`src/rtl/sdram_burst_arbiter_if.sv`:
```
// Bundle of client-side and controller-side burst signals around the
// SDRAM burst arbiter. The arbiter takes the master view; clients and
// controller together take the slave view.
interface sdram_burst_arbiter_if #(
  parameter int ADDR_W = 24,
  parameter int LEN_W  = 9,
  parameter int DQ_W   = 16
);
  // Client write ports (index 0 = ch0, 1 = ch1 in every packed vector)
  logic [1:0]          ch_wr_req;
  logic [2*LEN_W-1:0]  ch_wr_len;
  logic [2*ADDR_W-1:0] ch_wr_addr;
  logic [2*DQ_W-1:0]   ch_wr_data;
  logic [1:0]          ch_wr_data_req;
  logic [1:0]          ch_wr_finish;
  // Client read ports
  logic [1:0]          ch_rd_req;
  logic [2*LEN_W-1:0]  ch_rd_len;
  logic [2*ADDR_W-1:0] ch_rd_addr;
  logic [DQ_W-1:0]     ch_rd_data;
  logic [1:0]          ch_rd_data_valid;
  logic [1:0]          ch_rd_finish;
  logic [1:0]          ch_len_err;
  // Controller write burst interface
  logic                wr_burst_req;
  logic [LEN_W-1:0]    wr_burst_len;
  logic [ADDR_W-1:0]   wr_burst_addr;
  logic [DQ_W-1:0]     wr_burst_data;
  logic                wr_burst_data_req;
  logic                wr_burst_finish;
  // Controller read burst interface
  logic                rd_burst_req;
  logic [LEN_W-1:0]    rd_burst_len;
  logic [ADDR_W-1:0]   rd_burst_addr;
  logic [DQ_W-1:0]     rd_burst_data;
  logic                rd_burst_data_valid;
  logic                rd_burst_finish;
  // Status
  logic                busy;

  modport master (
    input  ch_wr_req, ch_wr_len, ch_wr_addr, ch_wr_data,
    input  ch_rd_req, ch_rd_len, ch_rd_addr,
    input  wr_burst_data_req, wr_burst_finish,
    input  rd_burst_data, rd_burst_data_valid, rd_burst_finish,
    output ch_wr_data_req, ch_wr_finish,
    output ch_rd_data, ch_rd_data_valid, ch_rd_finish, ch_len_err,
    output wr_burst_req, wr_burst_len, wr_burst_addr, wr_burst_data,
    output rd_burst_req, rd_burst_len, rd_burst_addr,
    output busy
  );

  modport slave (
    output ch_wr_req, ch_wr_len, ch_wr_addr, ch_wr_data,
    output ch_rd_req, ch_rd_len, ch_rd_addr,
    output wr_burst_data_req, wr_burst_finish,
    output rd_burst_data, rd_burst_data_valid, rd_burst_finish,
    input  ch_wr_data_req, ch_wr_finish,
    input  ch_rd_data, ch_rd_data_valid, ch_rd_finish, ch_len_err,
    input  wr_burst_req, wr_burst_len, wr_burst_addr, wr_burst_data,
    input  rd_burst_req, rd_burst_len, rd_burst_addr,
    input  busy
  );
endinterface

```
`src/rtl/sdram_burst_arbiter.sv`:
```
// Round-robin arbiter sharing one SDRAM burst controller between two
// clients, each with a write-burst and a read-burst port. Requester index:
// 0 = ch0 wr, 1 = ch0 rd, 2 = ch1 wr, 3 = ch1 rd (bit 1 = channel, bit 0 = read).
module sdram_burst_arbiter #(
  parameter int ADDR_W  = 24,
  parameter int LEN_W   = 9,
  parameter int DQ_W    = 16,
  parameter int MIN_LEN = 4
) (
  input logic                   clk,
  input logic                   rst,
  sdram_burst_arbiter_if.master bus
);
  localparam logic [1:0] S_IDLE = 2'd0;
  localparam logic [1:0] S_WR   = 2'd1;
  localparam logic [1:0] S_RD   = 2'd2;
  localparam logic [1:0] S_DONE = 2'd3;

  logic [1:0]        state_q, state_d;
  logic [1:0]        gnt_q, gnt_d;
  logic [1:0]        last_q, last_d;
  logic              wr_burst_req_q, wr_burst_req_d;
  logic [LEN_W-1:0]  wr_burst_len_q, wr_burst_len_d;
  logic [ADDR_W-1:0] wr_burst_addr_q, wr_burst_addr_d;
  logic              rd_burst_req_q, rd_burst_req_d;
  logic [LEN_W-1:0]  rd_burst_len_q, rd_burst_len_d;
  logic [ADDR_W-1:0] rd_burst_addr_q, rd_burst_addr_d;
  logic [1:0]        ch_wr_finish_q, ch_wr_finish_d;
  logic [1:0]        ch_rd_finish_q, ch_rd_finish_d;
  logic [1:0]        ch_len_err_q, ch_len_err_d;

  logic [3:0]        req_vec;
  logic              win_valid;
  logic [1:0]        win_idx;
  logic              win_ch, win_rd;
  logic [LEN_W-1:0]  wr_len_sel, rd_len_sel, win_len;
  logic [ADDR_W-1:0] wr_addr_sel, rd_addr_sel, win_addr;
  logic              gnt_ch;

  assign req_vec = {bus.ch_rd_req[1], bus.ch_wr_req[1],
                    bus.ch_rd_req[0], bus.ch_wr_req[0]};

  // Round-robin scan: first asserted request after the last one served
  always_comb begin
    // NOTE: every always_comb output gets a default first so no path leaves it unassigned (no latch).
    win_valid = 1'b0;
    win_idx   = 2'd0;
    for (int i = 1; i <= 4; i++) begin
      if (!win_valid && req_vec[last_q + 2'(i)]) begin
        win_valid = 1'b1;
        win_idx   = last_q + 2'(i);
      end
    end
  end

  assign win_ch      = win_idx[1];
  assign win_rd      = win_idx[0];
  assign wr_len_sel  = win_ch ? bus.ch_wr_len[LEN_W +: LEN_W]    : bus.ch_wr_len[0 +: LEN_W];
  assign rd_len_sel  = win_ch ? bus.ch_rd_len[LEN_W +: LEN_W]    : bus.ch_rd_len[0 +: LEN_W];
  assign wr_addr_sel = win_ch ? bus.ch_wr_addr[ADDR_W +: ADDR_W] : bus.ch_wr_addr[0 +: ADDR_W];
  assign rd_addr_sel = win_ch ? bus.ch_rd_addr[ADDR_W +: ADDR_W] : bus.ch_rd_addr[0 +: ADDR_W];
  assign win_len     = win_rd ? rd_len_sel  : wr_len_sel;
  assign win_addr    = win_rd ? rd_addr_sel : wr_addr_sel;
  assign gnt_ch      = gnt_q[1];

  // Next-state logic: grant, burst tracking and completion pulses
  always_comb begin
    state_d         = state_q;
    gnt_d           = gnt_q;
    last_d          = last_q;
    wr_burst_req_d  = wr_burst_req_q;
    wr_burst_len_d  = wr_burst_len_q;
    wr_burst_addr_d = wr_burst_addr_q;
    rd_burst_req_d  = rd_burst_req_q;
    rd_burst_len_d  = rd_burst_len_q;
    rd_burst_addr_d = rd_burst_addr_q;
    ch_wr_finish_d  = 2'b00;
    ch_rd_finish_d  = 2'b00;
    ch_len_err_d    = 2'b00;
    case (state_q)
      S_IDLE: begin
        if (win_valid) begin
          if (win_len < LEN_W'(MIN_LEN)) begin
            // Too short: reject without touching the controller, but still
            // finish so the requester can drop its level request.
            ch_len_err_d[win_ch] = 1'b1;
            if (win_rd) ch_rd_finish_d[win_ch] = 1'b1;
            else        ch_wr_finish_d[win_ch] = 1'b1;
            last_d  = win_idx;
            state_d = S_DONE;
          end else begin
            gnt_d = win_idx;
            if (win_rd) begin
              rd_burst_req_d  = 1'b1;
              rd_burst_len_d  = win_len;
              rd_burst_addr_d = win_addr;
              state_d         = S_RD;
            end else begin
              wr_burst_req_d  = 1'b1;
              wr_burst_len_d  = win_len;
              wr_burst_addr_d = win_addr;
              state_d         = S_WR;
            end
          end
        end
      end
      S_WR: begin
        if (bus.wr_burst_finish) begin
          wr_burst_req_d         = 1'b0;
          ch_wr_finish_d[gnt_ch] = 1'b1;
          last_d                 = gnt_q;
          state_d                = S_DONE;
        end
      end
      S_RD: begin
        if (bus.rd_burst_finish) begin
          rd_burst_req_d         = 1'b0;
          ch_rd_finish_d[gnt_ch] = 1'b1;
          last_d                 = gnt_q;
          state_d                = S_DONE;
        end
      end
      default: state_d = S_IDLE;  // S_DONE: gap for the requester to drop req
    endcase
  end

  // State registers with synchronous reset
  always_ff @(posedge clk) begin
    // NOTE: sequential state uses non-blocking assignments so every flop samples pre-edge values.
    if (rst) begin
      state_q         <= S_IDLE;
      gnt_q           <= 2'd0;
      last_q          <= 2'd3;
      wr_burst_req_q  <= 1'b0;
      wr_burst_len_q  <= '0;
      wr_burst_addr_q <= '0;
      rd_burst_req_q  <= 1'b0;
      rd_burst_len_q  <= '0;
      rd_burst_addr_q <= '0;
      ch_wr_finish_q  <= 2'b00;
      ch_rd_finish_q  <= 2'b00;
      ch_len_err_q    <= 2'b00;
    end else begin
      state_q         <= state_d;
      gnt_q           <= gnt_d;
      last_q          <= last_d;
      wr_burst_req_q  <= wr_burst_req_d;
      wr_burst_len_q  <= wr_burst_len_d;
      wr_burst_addr_q <= wr_burst_addr_d;
      rd_burst_req_q  <= rd_burst_req_d;
      rd_burst_len_q  <= rd_burst_len_d;
      rd_burst_addr_q <= rd_burst_addr_d;
      ch_wr_finish_q  <= ch_wr_finish_d;
      ch_rd_finish_q  <= ch_rd_finish_d;
      ch_len_err_q    <= ch_len_err_d;
    end
  end

  // Data-path routing: strobes go only to the granted requester, and only mid-burst
  assign bus.wr_burst_data    = (state_q == S_WR)
                                ? (gnt_ch ? bus.ch_wr_data[DQ_W +: DQ_W] : bus.ch_wr_data[0 +: DQ_W])
                                : '0;
  assign bus.ch_wr_data_req   = {gnt_ch, !gnt_ch} & {2{(state_q == S_WR) && bus.wr_burst_data_req}};
  assign bus.ch_rd_data_valid = {gnt_ch, !gnt_ch} & {2{(state_q == S_RD) && bus.rd_burst_data_valid}};
  assign bus.ch_rd_data       = bus.rd_burst_data;

  assign bus.wr_burst_req  = wr_burst_req_q;
  assign bus.wr_burst_len  = wr_burst_len_q;
  assign bus.wr_burst_addr = wr_burst_addr_q;
  assign bus.rd_burst_req  = rd_burst_req_q;
  assign bus.rd_burst_len  = rd_burst_len_q;
  assign bus.rd_burst_addr = rd_burst_addr_q;
  assign bus.ch_wr_finish  = ch_wr_finish_q;
  assign bus.ch_rd_finish  = ch_rd_finish_q;
  assign bus.ch_len_err    = ch_len_err_q;
  assign bus.busy          = (state_q != S_IDLE);
endmodule

```
`src/flat_wrapper.sv`:
```
// flat-port wrapper written by rule: the top's interface ports become plain ports
module sdram_burst_arbiter_flat 
#(
  parameter int ADDR_W  = 24,
  parameter int LEN_W   = 9,
  parameter int DQ_W    = 16,
  parameter int MIN_LEN = 4
)
  (clk, rst, bus_ch_wr_req, bus_ch_wr_len, bus_ch_wr_addr, bus_ch_wr_data, bus_ch_rd_req, bus_ch_rd_len, bus_ch_rd_addr, bus_wr_burst_data_req, bus_wr_burst_finish, bus_rd_burst_data, bus_rd_burst_data_valid, bus_rd_burst_finish, bus_ch_wr_data_req, bus_ch_wr_finish, bus_ch_rd_data, bus_ch_rd_data_valid, bus_ch_rd_finish, bus_ch_len_err, bus_wr_burst_req, bus_wr_burst_len, bus_wr_burst_addr, bus_wr_burst_data, bus_rd_burst_req, bus_rd_burst_len, bus_rd_burst_addr, bus_busy);
  sdram_burst_arbiter_if #(.ADDR_W(ADDR_W), .LEN_W(LEN_W), .DQ_W(DQ_W)) bus_i ();
  input logic clk;
  input logic rst;
  input wire logic [$bits(bus_i.ch_wr_req)-1:0] bus_ch_wr_req;
  input wire logic [$bits(bus_i.ch_wr_len)-1:0] bus_ch_wr_len;
  input wire logic [$bits(bus_i.ch_wr_addr)-1:0] bus_ch_wr_addr;
  input wire logic [$bits(bus_i.ch_wr_data)-1:0] bus_ch_wr_data;
  input wire logic [$bits(bus_i.ch_rd_req)-1:0] bus_ch_rd_req;
  input wire logic [$bits(bus_i.ch_rd_len)-1:0] bus_ch_rd_len;
  input wire logic [$bits(bus_i.ch_rd_addr)-1:0] bus_ch_rd_addr;
  input wire logic [$bits(bus_i.wr_burst_data_req)-1:0] bus_wr_burst_data_req;
  input wire logic [$bits(bus_i.wr_burst_finish)-1:0] bus_wr_burst_finish;
  input wire logic [$bits(bus_i.rd_burst_data)-1:0] bus_rd_burst_data;
  input wire logic [$bits(bus_i.rd_burst_data_valid)-1:0] bus_rd_burst_data_valid;
  input wire logic [$bits(bus_i.rd_burst_finish)-1:0] bus_rd_burst_finish;
  output wire logic [$bits(bus_i.ch_wr_data_req)-1:0] bus_ch_wr_data_req;
  output wire logic [$bits(bus_i.ch_wr_finish)-1:0] bus_ch_wr_finish;
  output wire logic [$bits(bus_i.ch_rd_data)-1:0] bus_ch_rd_data;
  output wire logic [$bits(bus_i.ch_rd_data_valid)-1:0] bus_ch_rd_data_valid;
  output wire logic [$bits(bus_i.ch_rd_finish)-1:0] bus_ch_rd_finish;
  output wire logic [$bits(bus_i.ch_len_err)-1:0] bus_ch_len_err;
  output wire logic [$bits(bus_i.wr_burst_req)-1:0] bus_wr_burst_req;
  output wire logic [$bits(bus_i.wr_burst_len)-1:0] bus_wr_burst_len;
  output wire logic [$bits(bus_i.wr_burst_addr)-1:0] bus_wr_burst_addr;
  output wire logic [$bits(bus_i.wr_burst_data)-1:0] bus_wr_burst_data;
  output wire logic [$bits(bus_i.rd_burst_req)-1:0] bus_rd_burst_req;
  output wire logic [$bits(bus_i.rd_burst_len)-1:0] bus_rd_burst_len;
  output wire logic [$bits(bus_i.rd_burst_addr)-1:0] bus_rd_burst_addr;
  output wire logic [$bits(bus_i.busy)-1:0] bus_busy;
  assign bus_i.ch_wr_req = bus_ch_wr_req;
  assign bus_i.ch_wr_len = bus_ch_wr_len;
  assign bus_i.ch_wr_addr = bus_ch_wr_addr;
  assign bus_i.ch_wr_data = bus_ch_wr_data;
  assign bus_i.ch_rd_req = bus_ch_rd_req;
  assign bus_i.ch_rd_len = bus_ch_rd_len;
  assign bus_i.ch_rd_addr = bus_ch_rd_addr;
  assign bus_i.wr_burst_data_req = bus_wr_burst_data_req;
  assign bus_i.wr_burst_finish = bus_wr_burst_finish;
  assign bus_i.rd_burst_data = bus_rd_burst_data;
  assign bus_i.rd_burst_data_valid = bus_rd_burst_data_valid;
  assign bus_i.rd_burst_finish = bus_rd_burst_finish;
  assign bus_ch_wr_data_req = bus_i.ch_wr_data_req;
  assign bus_ch_wr_finish = bus_i.ch_wr_finish;
  assign bus_ch_rd_data = bus_i.ch_rd_data;
  assign bus_ch_rd_data_valid = bus_i.ch_rd_data_valid;
  assign bus_ch_rd_finish = bus_i.ch_rd_finish;
  assign bus_ch_len_err = bus_i.ch_len_err;
  assign bus_wr_burst_req = bus_i.wr_burst_req;
  assign bus_wr_burst_len = bus_i.wr_burst_len;
  assign bus_wr_burst_addr = bus_i.wr_burst_addr;
  assign bus_wr_burst_data = bus_i.wr_burst_data;
  assign bus_rd_burst_req = bus_i.rd_burst_req;
  assign bus_rd_burst_len = bus_i.rd_burst_len;
  assign bus_rd_burst_addr = bus_i.rd_burst_addr;
  assign bus_busy = bus_i.busy;
  sdram_burst_arbiter #(.ADDR_W(ADDR_W), .LEN_W(LEN_W), .DQ_W(DQ_W), .MIN_LEN(MIN_LEN)) u_core (.clk(clk), .rst(rst), .bus(bus_i));
endmodule
```
`config.mk`:
```
export PLATFORM = sky130hd
export DESIGN_NAME = sdram_burst_arbiter_flat
export DESIGN_NICKNAME = d
export VERILOG_FILES = /design/src/rtl/sdram_burst_arbiter_if.sv /design/src/rtl/sdram_burst_arbiter.sv /design/src/flat_wrapper.sv
export SDC_FILE = /design/constraint.sdc
export NUM_CORES = 1
export LEC_CHECK = 0
export BUFFER_PORTS_ARGS = -buffer_cell sky130_fd_sc_hd__buf_2
export CORE_AREA = 2 2 118 120
export CTS_CLUSTER_SIZE = 12
export DETAILED_ROUTE_END_ITERATION = 8
export DIE_AREA = 0 0 120 122
export GPL_ROUTABILITY_DRIVEN = 0
export HOLD_SLACK_MARGIN = 0.08
export PLACE_DENSITY = 0.69
export SLEW_MARGIN = 5
export SYNTH_ARGS = -nofsm -noshare
export SYNTH_HDL_FRONTEND = slang
export SYNTH_SLANG_ARGS = --single-unit
```
`constraint.sdc`:
```
create_clock -name clk -period 4.95 [get_ports clk]
set_input_delay 0.2475 -clock clk [delete_from_list [all_inputs] [get_ports clk]]
set_output_delay 0.2475 -clock clk [all_outputs]
set_load 0.05 [all_outputs]
```
==> summary.md, run 1 <==
| Metric | Value |
|---|---|
| Post-Route Setup TNS | `0 ns` |
| Clock tree from TritonCTS | `yes` |
| Die boundary height | `~120 µm` |
| PortBufs | `between 200 and 300` |
| Result of the run | `finished, final reports clean` |
| Part of the Yosys area used for sequential elements | `32.2%` |
| Placement-stage worst setup slack | `1.31 ns` |
| Endpoints failing hold | `0` |
| Unique cell type count in the Yosys netlist | `a little under 50` |
| Site Rows | `43` |
| Layout cells sized above 1 | `37.6%` |
| DIE AREA | `14,600 µm²` |
| Critical path fanouts, max | `56` |
| Post-DRT Antenna Nets | `0` |
| Type of the worst setup path | `reg -> reg` |
| Post-detailed-route DRC marker count | `0` |
| Number of buffers between clock root and the deepest sink | `2` |
| Critical path capture point type | `flop` |
| Clock root buffer | `sky130_fd_sc_hd__clkbuf_16` |
| Ant diodes | `0` |
| Count of endpoints failing setup in the final report | `0` |
| Unrepaired setup endpoints after global routing | `no` |
| Via/cell ratio | `5.05` |
| Initial drt markers | `235` |
| Final min period | `3.62 ns` |
| Power per standard cell area | `~700 nW/µm²` |
| Core area | `13,500 µm²` |
| Synthesis warning total | `0` |
| Critical Path Source Type | `flop` |
| Final setup margin | `about 1.3 ns` |
| Post-placement cell area | `6230 µm²` |
| Horiz. Die Dim | `120 µm` |
| Inserted Clock Buffers | `9` |
| Total clock sinks | `80` |
| Average size of a mapped cell | `roughly 8.1 µm²` |
| Critical path data required time | `5.14 ns` |
| Max_slew headroom | `36.7%` |
| Number of top-level pins | `301` |
| Initial core utilization | `a little under two fifths` |
| Number of fill cells in the layout | `1,361` |
| Global-route wire length before repair | `23,100 µm` |
| Final critical-path share of the clock period | `73.2%` |
| Area delta synth->final | `31.1%` |
| # H-tree levels | `3` |
| Synth Instances | `615` |
| Maximum resistive drop on vdd | `between 0.0002 and 0.0003 V` |
| Clock transition time at the flip-flop clock pins of the worst setup and hold paths | `0.06 ns` |
| Post-cts sizing count | `0` |
| Synth Register Bits | `80` |
| Final count of pins violating max slew | `0` |
| Post-detailed-routing wire length | `15,300 µm` |
| Routed length per placed instance | `15.0 µm` |
| Antenna violations before repair | `0` |
| Combined global-route utilization of all metal layers | `19.8%` |
| Number of setup buffers added after CTS | `0` |
| Via count | `5,154` |
| Highest Clock Rate | `0.276 GHz` |
| First drt pass iteration count | `5` |
| Placed wire-length estimate after detailed placement | `11,200 µm` |
| Final cell area excluding filler cells | `6530 µm²` |
| Transition at the pin with the smallest max-transition slack | `0.948 ns` |
| Largest net degree at the start of global routing | `81` |
| CP Data Arrival Time | `3.81 ns` |
| Clock insertion delay at the later pin of the skew report | `0.34 ns` |
| Number of nets in the final layout | `1,029` |
| Kind of path behind the tightest hold check | `in -> reg` |
| Via count of the first global-routing pass | `4,801` |
| Cell Area, Synth | `4980 µm²` |
| Maximum capacitance violations | `0` |
| Synthesized netlist net count | `809` |
| Post-Route Skew | `approximately 0.0072 ns` |
| Total congestion overflow after global routing | `0` |
| Hold Buf Count CTS | `0` |
| Leakage power total | `3.22 nW` |
## path summary, 6_finish.rpt
kind                                              to                                  from  slack, ns  depth (start not counted)
min reg2reg     u_core.bus.wr_burst_req$_SDFFE_PP0P_  u_core.bus.wr_burst_req$_SDFFE_PP0P_       0.49                          2
max reg2reg  u_core.bus.rd_burst_len[4]$_SDFFE_PP0P_         u_core.last_q[1]$_SDFFE_PP1P_       1.33                         10
min             u_core.bus.wr_burst_req$_SDFFE_PP0P_                   bus_wr_burst_finish       0.25                          4
max          u_core.bus.rd_burst_len[4]$_SDFFE_PP0P_         u_core.last_q[1]$_SDFFE_PP1P_       1.33                         10
## sequential cells by signal, summed over array words and instances, names as in the netlist
| signal | flops |
|---|---|
| u_core.bus.ch_len_err | 2 |
| u_core.bus.ch_rd_finish | 2 |
| u_core.bus.ch_wr_finish | 2 |
| u_core.bus.rd_burst_addr | 24 |
| u_core.bus.rd_burst_len | 9 |
| u_core.bus.rd_burst_req | 1 |
| u_core.bus.wr_burst_addr | 24 |
| u_core.bus.wr_burst_len | 9 |
| u_core.bus.wr_burst_req | 1 |
| u_core.gnt_q | 2 |
| u_core.last_q | 2 |
| u_core.state_q | 2 |
## area by class of cell
cell class | instances | area [µm²] | share of cell area [%]
tap | 180 | 225 | 3.45
clock buffer | 11 | 243 | 3.72
multi-input combinational | 461 | 2970 | 45.5
inverter | 8 | 30.0 | 0.460
sequential | 80 | 1600 | 24.5
clock inverter | 5 | 56.3 | 0.862
timing repair buffer | 275 | 1410 | 21.5
## synth_stat cells, drive strengths merged
cell type / count / area (µm²)
o21a: 1 / 7.51
o21bai: 2 / 15.0
a21o: 1 / 7.51
a21boi: 3 / 22.5
o21ai: 15 / 75.1
o2bb2ai: 2 / 17.5
and3: 28 / 175
a22o: 1 / 8.76
buf: 38 / 285
or3: 2 / 12.5
a222oi: 1 / 10.0
mux2i: 86 / 861
o32ai: 2 / 17.5
o21ba: 2 / 20.0
a21oi: 6 / 30.0
nor2: 77 / 297
nand2: 116 / 438
a31oi: 34 / 234
nor2b: 19 / 119
a211oi: 30 / 293
nand3: 6 / 30.0
or2: 2 / 12.5
inv: 8 / 30.0
nand2b: 6 / 45.0
nor4: 3 / 48.8
ha: 4 / 50.1
nor3: 2 / 15.0
mux2: 2 / 22.5
a32oi: 6 / 60.1
nand3b: 2 / 15.0
clkbuf: 28 / 105
dfxtp: 80 / 1600
## power by group
part / switching (mW) / internal [mW] / total [mW]
registers: 0.126 / 0.866 / 0.992
clock network: 0.263 / 0.403 / 0.666
logic: 2.00 / 0.915 / 2.92
## per-layer routing
metal,up-vias,part of all wire (%),GRT usage (%)
met5,-,0,0
met3,25,7.0,3.89
met4,0,1.9,7.87
met2,212,51,35.9
met1,2356,41,22.8
li1,2561,-,-
## layout by cell type, fill, tap and decap left out, types with 6 or more instances in the layout
cell type and n:
sky130_fd_sc_hd__buf_2 268, sky130_fd_sc_hd__nand2_1 114, sky130_fd_sc_hd__mux2i_1 86, sky130_fd_sc_hd__dfxtp_1 80, sky130_fd_sc_hd__nor2_1 76, sky130_fd_sc_hd__a31oi_1 32, sky130_fd_sc_hd__and3_1 28, sky130_fd_sc_hd__nor2b_1 19
sky130_fd_sc_hd__a211oi_1 18, sky130_fd_sc_hd__o21ai_0 14, sky130_fd_sc_hd__a211oi_2 10, sky130_fd_sc_hd__clkbuf_16 9, sky130_fd_sc_hd__inv_1 8, sky130_fd_sc_hd__nand3_1 6, sky130_fd_sc_hd__a21oi_1 6, sky130_fd_sc_hd__buf_4 6
## kinds of logic after synthesis
kind of cell	Yosys count	synth area share (%)
AND/OR/NAND/NOR	263	24.2
AO/OA/AOI/OAI	106	16.4
multiplexers	88	17.7
flip-flops	80	32.2
buffers and inverters	74	8.44
adder cells (fa/ha/maj)	4	1.00
## metrics by stage
| stage | hold slack, ns | power, mW | utilization (%) | instances |
|---|---|---|---|---|
| final | 0.251 | 4.57 | 48.4 | 1020 |
| after global routing | 0.271 | 4.87 | 48.4 | 1020 |
| after CTS | 0.235 | 4.62 | 48.4 | 1020 |
| after detailed placement | 0.475 | 3.93 | 46.2 | 1004 |
| after global placement | 0.463 | 3.91 | 46.2 | 1004 |
| after floorplan | 0.425 | 3.39 | - | 615 |
## critical path, stage by stage, from the launching register on
cell and delay [ns]:
sky130_fd_sc_hd__dfxtp_1 0.46, sky130_fd_sc_hd__a21boi_1 0.13, sky130_fd_sc_hd__o21bai_1 0.75, sky130_fd_sc_hd__nand2_2 0.07, sky130_fd_sc_hd__buf_4 0.33, sky130_fd_sc_hd__a21oi_1 0.34, sky130_fd_sc_hd__nor4_4 0.14, sky130_fd_sc_hd__a211oi_4 0.65
sky130_fd_sc_hd__buf_12 0.32, sky130_fd_sc_hd__mux2i_1 0.22, sky130_fd_sc_hd__nor2_1 0.05
Note: power is estimated with default switching activity, not from simulation.
==> run 2: changes to the inputs <==
--- a/config.mk
+++ b/config.mk
@@ -5,14 +5,15 @@
 export SDC_FILE = /design/constraint.sdc
 export NUM_CORES = 1
 export LEC_CHECK = 0
+export ABC_AREA = 1
 export BUFFER_PORTS_ARGS = -buffer_cell sky130_fd_sc_hd__buf_2
-export CORE_AREA = 2 2 118 120
+export CORE_AREA = 2 2 117 119
 export CTS_CLUSTER_SIZE = 12
 export DETAILED_ROUTE_END_ITERATION = 8
-export DIE_AREA = 0 0 120 122
+export DIE_AREA = 0 0 119 121
 export GPL_ROUTABILITY_DRIVEN = 0
 export HOLD_SLACK_MARGIN = 0.08
-export PLACE_DENSITY = 0.69
+export PLACE_DENSITY = 0.72
 export SLEW_MARGIN = 5
 export SYNTH_ARGS = -nofsm -noshare
 export SYNTH_HDL_FRONTEND = slang
==> constraint.sdc (replaced) <==
create_clock -name clk -period 3 [get_ports clk]
set_input_delay 0.15 -clock clk [delete_from_list [all_inputs] [get_ports clk]]
set_output_delay 0.15 -clock clk [all_outputs]
set_load 0.05 [all_outputs]
==> summary.md, run 2 <==
| Metric | Value |
|---|---|
| Final setup margin | `0.249 ns (-1.08 ns)` |
| Area delta synth->final | `34.9%` |
| Most used standard cells in the synthesized netlist | `sky130_fd_sc_hd__nand2_1 (259), sky130_fd_sc_hd__dfxtp_1 (80), sky130_fd_sc_hd__nor2_1 (69)` |
| # H-tree levels | `3 (unchanged)` |
| Result of the run | `finished, final reports clean` |
| Combined global-route utilization of all metal layers | `22.7% (+2.9 points)` |
| Delay of the slowest cell on the worst path | `0.37 ns (-0.38 ns)` |
| Die boundary height | `121 µm (-0.82%)` |
| Worst flop-to-flop path startpoint | `u_core.last_q[0]$_SDFFE_PP1P_` |
| Critical path fanouts, max | `12 (-79%)` |
| Transition at the pin with the smallest max-transition slack | `1.09 ns (+0.146 ns)` |
| Number of top-level pins | `301 (unchanged)` |
| First drt pass iteration count | `5 (unchanged)` |
| Layout cells sized above 1 | `36.6% (-1.0 points)` |
| PortBufs | `268 (unchanged)` |
| Timing startpoint of the critical path | `u_core.last_q[0]$_SDFFE_PP1P_` |
| Largest net degree at the start of global routing | `48 (-41%)` |
| Share of cell area taken by muxes after synthesis | `0% (-18 points)` |
| Combinational family with the most area after synthesis | `simple AND/OR/NAND/NOR gates` |
| Post-detailed-routing wire length | `16,700 µm (+9.2%)` |
| Critical Path Source Type | `flop` |
| CP Data Arrival Time | `3.01 ns (-0.80 ns)` |
| Fraction of synthesized cell area taken by the top area cell type | `32.9% (+0.75 points)` |
| Clock insertion delay at the later pin of the skew report | `0.35 ns (about the same)` |
| Final critical-path share of the clock period | `91.7% (+19 points)` |
| Post-DRT Antenna Nets | `0 (unchanged)` |
| Post-Route Skew | `0.0138 ns (+0.00659 ns)` |
| Compound-gate portion of the synthesized area | `13.4% (-3.0 points)` |
| Number of nets in the final layout | `1,174 (+14%)` |
| Placed wire-length estimate after detailed placement | `12,800 µm (+14%)` |
| Ant diodes | `0 (unchanged)` |
| Initial core utilization | `37.2% (+0.31 points)` |
| Overall power of the completed layout | `9.95 mW (+120%)` |
| Synthesis warning total | `0 (unchanged)` |
| Endpoints failing hold | `0 (unchanged)` |
| Hold Path Cell Cnt | `3 (-1)` |
| Min-delay src | `bus_rd_burst_finish` |
| Horiz. Die Dim | `119 µm (-0.83%)` |
| Synth area leader | `sky130_fd_sc_hd__dfxtp_1` |
| Synth Area in XOR/XNOR | `0% (unchanged)` |
| Clock transition time at the flip-flop clock pins of the worst setup and hold paths | `0.06 ns (about the same)` |
| Standard cell with the maximum stage delay on the critical path | `sky130_fd_sc_hd__dfxtp_4` |
| Via count of the first global-routing pass | `5,136 (+7.0%)` |
| Fraction of the mapped netlist area in adder cells | `1.03% (+0.024 points)` |
| Cell repeated most along the worst path | `sky130_fd_sc_hd__nand2_1` |
| Total clock sinks | `80 (unchanged)` |
| Initial drt markers | `397 (+69%)` |
| Part of the Yosys area used for sequential elements | `32.9% (+0.75 points)` |
| Depth of the worst register-to-register path | `19 (+9)` |
| Final min period | `2.75 ns (-0.872 ns)` |
| Average size of a mapped cell | `6.61 µm² (-18%)` |
| Clock root buffer | `sky130_fd_sc_hd__clkbuf_16` |
| Leakage power total | `3.66 nW (+14%)` |
| EDFF count, synth | `0 (unchanged)` |
| Unrepaired setup endpoints after global routing | `no` |
| DIE AREA | `14,400 µm² (-1.6%)` |
| Cells along the critical path | `buf_4, nand2_1, nand2_1, nand2_1, nand2_1, nor2_4, nand2_2, nand2_2, nand2_8, buf_6, nand3_1, nand2_1, nor2_2, nand2_2, nor2_4, nand2_8, nor2_1, nand3_1, o21ai_0` |
| Type of the worst setup path | `reg -> reg` |
| Synth async-reset ratio | `0% (unchanged)` |
| Hold Buf Count CTS | `0 (unchanged)` |
| Number of fill cells in the layout | `1,351 (-0.73%)` |
| Critical path capture point type | `flop` |
| Cell Area, Synth | `4870 µm² (-2.3%)` |
| Kind of path behind the tightest hold check | `in -> reg` |
| Inserted Clock Buffers | `9 (unchanged)` |
| Area share of and/or/nand/nor cells after synthesis | `40.4% (+16 points)` |
| Critical path data required time | `3.26 ns (-1.88 ns)` |
| Routed length per placed instance | `14.4 µm (-3.9%)` |
| Max_slew headroom | `26.8% (-9.9 points)` |
| Highest Clock Rate | `0.364 GHz (+32%)` |
| Most common cell in the netlist | `sky130_fd_sc_hd__nand2_1` |
| Count of endpoints failing setup in the final report | `0 (unchanged)` |
| Leading cell types in the layout, fill and taps excluded | `sky130_fd_sc_hd__buf_2 (268), sky130_fd_sc_hd__nand2_1 (258), sky130_fd_sc_hd__dfxtp_1 (78)` |
| Maximum resistive drop on vdd | `0.000918 V (+240%)` |
| Clock tree from TritonCTS | `yes` |
| Unique cell type count in the Yosys netlist | `31 (-37%)` |
| Synth Register Bits | `80 (unchanged)` |
| Via/cell ratio | `4.76 (-5.9%)` |
| Final count of pins violating max slew | `0 (unchanged)` |
| Total congestion overflow after global routing | `0 (unchanged)` |
| Core area | `13,100 µm² (-3.1%)` |
| Synthesized netlist net count | `930 (+15%)` |
| Maximum capacitance violations | `0 (unchanged)` |
| Number of buffers between clock root and the deepest sink | `2 (unchanged)` |
| Placement-stage worst setup slack | `-0.0101 ns (-1.32 ns)` |
| Site Rows | `42 (-2.3%)` |
| Synth Instances | `736 (+20%)` |
| Antenna violations before repair | `0 (unchanged)` |
| Via count | `5,512 (+6.9%)` |
| Post-detailed-route DRC marker count | `0 (unchanged)` |
| Global-route wire length before repair | `25,900 µm (+12%)` |
| Leading cell type in the layout, fill and taps excluded | `sky130_fd_sc_hd__buf_2` |
| Leading post-synthesis cells by cell area | `sky130_fd_sc_hd__dfxtp_1 (33%), sky130_fd_sc_hd__nand2_1 (20%), sky130_fd_sc_hd__nor2_1 (5.3%)` |
| Power per standard cell area | `1510 nW/µm² (+120%)` |
| Dominant register cell in the synthesized netlist | `sky130_fd_sc_hd__dfxtp_1` |
## run 2: cell types whose count changed after synthesis, moves of 14 or more
cell / before / now
sky130_fd_sc_hd__nor2_2: 0 / 14
sky130_fd_sc_hd__a31oi_1: 32 / 0
sky130_fd_sc_hd__nand2_1: 115 / 259
sky130_fd_sc_hd__a221oi_1: 0 / 26
sky130_fd_sc_hd__inv_1: 8 / 58
sky130_fd_sc_hd__and3_1: 28 / 0
sky130_fd_sc_hd__a211oi_1: 18 / 0
sky130_fd_sc_hd__a22o_1: 1 / 16
sky130_fd_sc_hd__mux2i_1: 86 / 0
sky130_fd_sc_hd__nand3_1: 6 / 50
sky130_fd_sc_hd__a21oi_1: 6 / 39
sky130_fd_sc_hd__nor2b_1: 19 / 0
## run 2: worst max-delay path: cells and delay by family (launching register included)
family | cells | cell delay (ns)
AO/OA/AOI/OAI | 1 | 0.25
buffers and inverters | 2 | 0.32
flip-flops | 1 | 0.37
AND/OR/NAND/NOR | 16 | 1.72
## run 2: power breakdown
part	switching [mW]	total (mW)	leakage, nW	internal, mW
clock network	0.419	0.992	0.126	0.573
registers	0.194	1.63	0.659	1.43
logic	5.12	7.33	2.87	2.20
## run 2: cells by family after synthesis
logic type	count (synthesis)
AND/OR/NAND/NOR	432
buffers and inverters	122
AO/OA/AOI/OAI	98
flip-flops	80
adder cells (fa/ha/maj)	4
## run 2: cell type report
type | instances | area (µm²) | share of cell area (%)
Multi-Input combinational cell | 534 | 2690 | 41.0
Clock buffer | 13 | 250 | 3.81
Inverter | 66 | 253 | 3.85
Clock inverter | 1 | 5.00 | 0.0762
Tap cell | 176 | 220 | 3.35
Sequential cell | 80 | 1610 | 24.5
Timing Repair Buffer | 289 | 1540 | 23.4
## run 2: path summary, 6_finish.rpt
kind | endpoint | slack (ns)
max reg2reg | u_core.bus.ch_rd_finish[1]$_SDFF_PP0_ | 0.25
min reg2reg | u_core.bus.wr_burst_len[4]$_SDFFE_PP0P_ | 0.47
max | u_core.bus.ch_rd_finish[1]$_SDFF_PP0_ | 0.25
min | u_core.bus.ch_rd_finish[0]$_SDFF_PP0_ | 0.09
## run 2: repair_timing
item / CTS / global route
gates cloned: 0 / 0
setup buffers: 0 / 1
resized for setup: 1 / 14
endpoints found under the setup margin: 11 / 78
pin swaps: 0 / 4
hold endpoints to repair: 0 / 0
## run 2: metrics by stage
| step | util (%) | std cells | area (µm²) | TNS [ns] | hold WS [ns] |
|---|---|---|---|---|---|
| floorplan | - | 736 | 4870 | 0 | 0.219 |
| global placement | 47.8 | 1144 | 6260 | 0 | 0.300 |
| detailed placement | 47.8 | 1144 | 6260 | -0.0243 | 0.300 |
| CTS | 49.8 | 1158 | 6520 | 0 | 0.0822 |
| global route | 50.2 | 1159 | 6570 | 0 | 0.119 |
| finish | 50.2 | 1159 | 6570 | 0 | 0.0902 |
## run 2: per-layer routing
layer	global-route usage (%)	share of wire, %	vias to the layer above
li1	-	-	2833
met1	27.0	43	2456
met2	40.4	49	201
met3	5.73	6.4	22
met4	6.62	1.6	0
met5	0	0	-
==> run 3: changes to the inputs <==
--- a/config.mk
+++ b/config.mk
@@ -7,13 +7,13 @@
 export LEC_CHECK = 0
 export ABC_AREA = 1
 export BUFFER_PORTS_ARGS = -buffer_cell sky130_fd_sc_hd__buf_2
-export CORE_AREA = 2 2 117 119
+export CORE_AREA = 2 2 118 120
 export CTS_CLUSTER_SIZE = 12
 export DETAILED_ROUTE_END_ITERATION = 8
-export DIE_AREA = 0 0 119 121
+export DIE_AREA = 0 0 120 122
 export GPL_ROUTABILITY_DRIVEN = 0
 export HOLD_SLACK_MARGIN = 0.08
-export PLACE_DENSITY = 0.72
+export PLACE_DENSITY = 0.68
 export SLEW_MARGIN = 5
 export SYNTH_ARGS = -nofsm -noshare
 export SYNTH_HDL_FRONTEND = slang
==> constraint.sdc (replaced) <==
create_clock -name clk -period 2.65 [get_ports clk]
set_input_delay 0.1325 -clock clk [delete_from_list [all_inputs] [get_ports clk]]
set_output_delay 0.1325 -clock clk [all_outputs]
set_load 0.05 [all_outputs]
==> summary.md, run 3 (synthesis gave the netlist of run 2 again) <==
| Metric | Value |
|---|---|
| Clock transition time at the flip-flop clock pins of the worst setup and hold paths | `0.06 ns (about the same)` |
| Number of fill cells in the layout | `1,329 (-1.6%)` |
| Final cell area excluding filler cells | `7440 µm² (+13%)` |
| Area delta synth->final | `52.8%` |
| CP Data Arrival Time | `2.85 ns (-0.16 ns)` |
| Count of endpoints failing setup in the final report | `0 (unchanged)` |
| Antenna violations before repair | `0 (unchanged)` |
| Clock tree from TritonCTS | `yes` |
| Depth of the worst register-to-register path | `20 (+1)` |
| Final critical-path share of the clock period | `99.6% (+7.9 points)` |
| Routed length per placed instance | `14.4 µm (-0.11%)` |
| Via count | `5,814 (+5.5%)` |
| Post-Route Skew | `0.00855 ns (-0.00522 ns)` |
| Leading cell types in the layout, fill and taps excluded | `sky130_fd_sc_hd__buf_2 (268), sky130_fd_sc_hd__nand2_1 (229), sky130_fd_sc_hd__dfxtp_1 (78)` |
| Combinational power share | `76.8% (+3.1 points)` |
| PortBufs | `268 (unchanged)` |
| Leading cell type in the layout, fill and taps excluded | `sky130_fd_sc_hd__buf_2` |
| Horiz. Die Dim | `120 µm (+0.84%)` |
| Min-delay src | `bus_ch_wr_addr[31]` |
| Net switching power of the design | `7.27 mW (+27%)` |
| Final count of pins violating max slew | `0 (unchanged)` |
| Number of buffers between clock root and the deepest sink | `2 (unchanged)` |
| Transition at the pin with the smallest max-transition slack | `0.704 ns (-0.390 ns)` |
| Int Pwr | `6.27 mW (+49%)` |
| Die boundary height | `122 µm (+0.83%)` |
| Post-DRT Antenna Nets | `0 (unchanged)` |
| Highest Clock Rate | `0.379 GHz (+4.2%)` |
| Final standard cell count with taps included and fillers excluded | `1,220 (+5.3%)` |
| First drt pass iteration count | `5 (unchanged)` |
| Critical path capture point type | `flop` |
| Maximum capacitance violations | `0 (unchanged)` |
| Final min period | `2.64 ns (-0.110 ns)` |
| Part of the total power dissipated in the clock network | `9.3% (-0.7 points)` |
| DIE AREA | `14,600 µm² (+1.7%)` |
| Total clock sinks | `80 (unchanged)` |
| Power per standard cell area | `1820 nW/µm² (+20%)` |
| Worst flop-to-flop path startpoint | `u_core.last_q[0]$_SDFFE_PP1P_` |
| Total congestion overflow after global routing | `0 (unchanged)` |
| Core area | `13,500 µm² (+3.2%)` |
| Clock insertion delay at the later pin of the skew report | `0.34 ns (about the same)` |
| Via count of the first global-routing pass | `5,077 (-1.1%)` |
| Endpoints failing hold | `0 (unchanged)` |
| Combined global-route utilization of all metal layers | `21.8% (-0.93 points)` |
| Critical R2R Capture | `u_core.bus.wr_burst_addr[16]$_SDFFE_PP0P_` |
| Critical Path Source Type | `flop` |
| Inserted Clock Buffers | `9 (unchanged)` |
| Critical path fanouts, max | `9 (-3)` |
| Global-route wire length before repair | `25,400 µm (-1.8%)` |
| Post-detailed-route DRC marker count | `0 (unchanged)` |
| # H-tree levels | `3 (unchanged)` |
| Layout cells sized above 1 | `44.9% (+8.3 points)` |
| Maximum resistive drop on vdd | `0.00104 V (+13%)` |
| Max_slew headroom | `53.0% (+26 points)` |
| Ant diodes | `0 (unchanged)` |
| Placed Cells incl. Taps | `1,186 (+3.7%)` |
| Result of the run | `finished, final reports clean` |
| Initial core utilization | `36.0% (-1.2 points)` |
| FF-to-FF setup slack | `0.01 ns (-0.24 ns)` |
| Post-placement cell area | `6570 µm² (+5.0%)` |
| Critical path data required time | `2.86 ns (-0.40 ns)` |
| Switching power share of the total | `53.7% (-4.0 points)` |
| Part of the total power dissipated in sequential elements | `13.9% (-2.5 points)` |
| Terminating pin of the worst hold path | `u_core.bus.wr_burst_addr[7]$_SDFFE_PP0P_` |
| Largest net degree at the start of global routing | `34 (-29%)` |
| Overall power of the completed layout | `13.5 mW (+36%)` |
| Via/cell ratio | `4.77 (+0.21%)` |
| Leakage power total | `4.05 nW (+11%)` |
| Post-detailed-routing wire length | `17,500 µm (+5.1%)` |
| Unrepaired setup endpoints after global routing | `yes` |
| Number of nets in the final layout | `1,229 (+4.7%)` |
| Type of the worst setup path | `reg -> reg` |
| Placed wire-length estimate after detailed placement | `13,000 µm (+1.8%)` |
| Hold Path Cell Cnt | `3 (unchanged)` |
| Clock root buffer | `sky130_fd_sc_hd__clkbuf_16` |
| Number of top-level pins | `301 (unchanged)` |
| Site Rows | `43 (+2.4%)` |
| Kind of path behind the tightest hold check | `in -> reg` |
| Initial drt markers | `306 (-23%)` |
[run 3: critical path, stage by stage, from the launching register on]
cell and delay, ns:
sky130_fd_sc_hd__dfxtp_4 0.38, sky130_fd_sc_hd__buf_6 0.14, sky130_fd_sc_hd__nand2_4 0.06, sky130_fd_sc_hd__nand2_4 0.06
sky130_fd_sc_hd__nand2_4 0.08, sky130_fd_sc_hd__nand2_4 0.06, sky130_fd_sc_hd__nor2_4 0.16, sky130_fd_sc_hd__nand2_2 0.10
sky130_fd_sc_hd__nand2_4 0.12, sky130_fd_sc_hd__nand2_8 0.09, sky130_fd_sc_hd__nor2_4 0.22, sky130_fd_sc_hd__nand2_1 0.07
sky130_fd_sc_hd__nand2_1 0.10, sky130_fd_sc_hd__nor2_2 0.06, sky130_fd_sc_hd__nand2_2 0.11, sky130_fd_sc_hd__nor2_8 0.06
sky130_fd_sc_hd__nand2_8 0.09, sky130_fd_sc_hd__nand3_4 0.12, sky130_fd_sc_hd__inv_4 0.11, sky130_fd_sc_hd__buf_4 0.19
sky130_fd_sc_hd__a21oi_1 0.09
[run 3: through the flow]
stage,utilization [%],setup TNS (ns),setup WS (ns),hold slack (ns)
after floorplan,-,0,0.184,0.202
after global placement,48.7,-1.43,-0.0641,0.265
after detailed placement,48.7,-4.60,-0.121,0.265
after CTS,51.1,0,0.00597,0.0814
after global routing,55.1,-8.00,-0.147,0.0955
final,55.1,0,0.00967,0.0943
[run 3: per-layer routing]
| metal | vias to the layer above | wire (µm) | track usage (%) | share of wire, % |
|---|---|---|---|---|
| met4 | 0 | 463 | 8.60 | 2.6 |
| li1 | 2955 | - | - | - |
| met1 | 2618 | 7720 | 28.0 | 44 |
| met2 | 212 | 8360 | 37.0 | 48 |
| met5 | - | 0 | 0 | 0 |
| met3 | 29 | 987 | 2.81 | 5.6 |
[run 3: worst max path at each step]
| stage | startpoint | to | slack (ns) | depth (start not counted) |
|---|---|---|---|---|
| floorplan | u_core.last_q[0]$_SDFFE_PP1P_ | u_core.bus.rd_burst_addr[10]$_SDFFE_PP0P_ | 0.18 | 20 |
| global placement | u_core.last_q[0]$_SDFFE_PP1P_ | u_core.bus.ch_len_err[0]$_SDFF_PP0_ | -0.06 | 18 |
| detailed placement | u_core.last_q[0]$_SDFFE_PP1P_ | u_core.bus.wr_burst_addr[9]$_SDFFE_PP0P_ | -0.12 | 19 |
| CTS | u_core.last_q[0]$_SDFFE_PP1P_ | u_core.bus.wr_burst_addr[9]$_SDFFE_PP0P_ | 0.006 | 20 |
| global route | u_core.last_q[0]$_SDFFE_PP1P_ | u_core.bus.rd_burst_addr[0]$_SDFFE_PP0P_ | -0.15 | 23 |
| finish | u_core.last_q[0]$_SDFFE_PP1P_ | u_core.bus.wr_burst_addr[16]$_SDFFE_PP0P_ | 0.01 | 20 |
[run 3: layout make-up]
type / count / area, µm² / share of cell area [%]
multi-input cells: 535 / 2940 / 39.5
repair buffers: 342 / 2080 / 27.9
inverters: 66 / 278 / 3.73
flip-flops and latches: 80 / 1610 / 21.6
clock buffers: 12 / 246 / 3.31
clock inverters: 4 / 53.8 / 0.723
repair inverters: 1 / 8.76 / 0.118
well taps: 180 / 225 / 3.03
[run 3: repair_timing]
action	CTS	global route
hold buffers	1	0
buffers inserted	0	10
cloned	0	7
hold endpoints to repair	2	0
resized for setup	7	100
pin swaps	2	35
setup endpoints to repair	76	82
[run 3: power groups by stage]
stage               clock [mW]  combinational [mW]  sequential (mW)
finish                    1.26                10.4             1.89
global placement             0                8.89             1.87
detailed placement           0                8.94             1.88
floorplan                    0                5.10             3.00
global route              1.34                11.3             1.92
CTS                       1.29                9.00             1.87
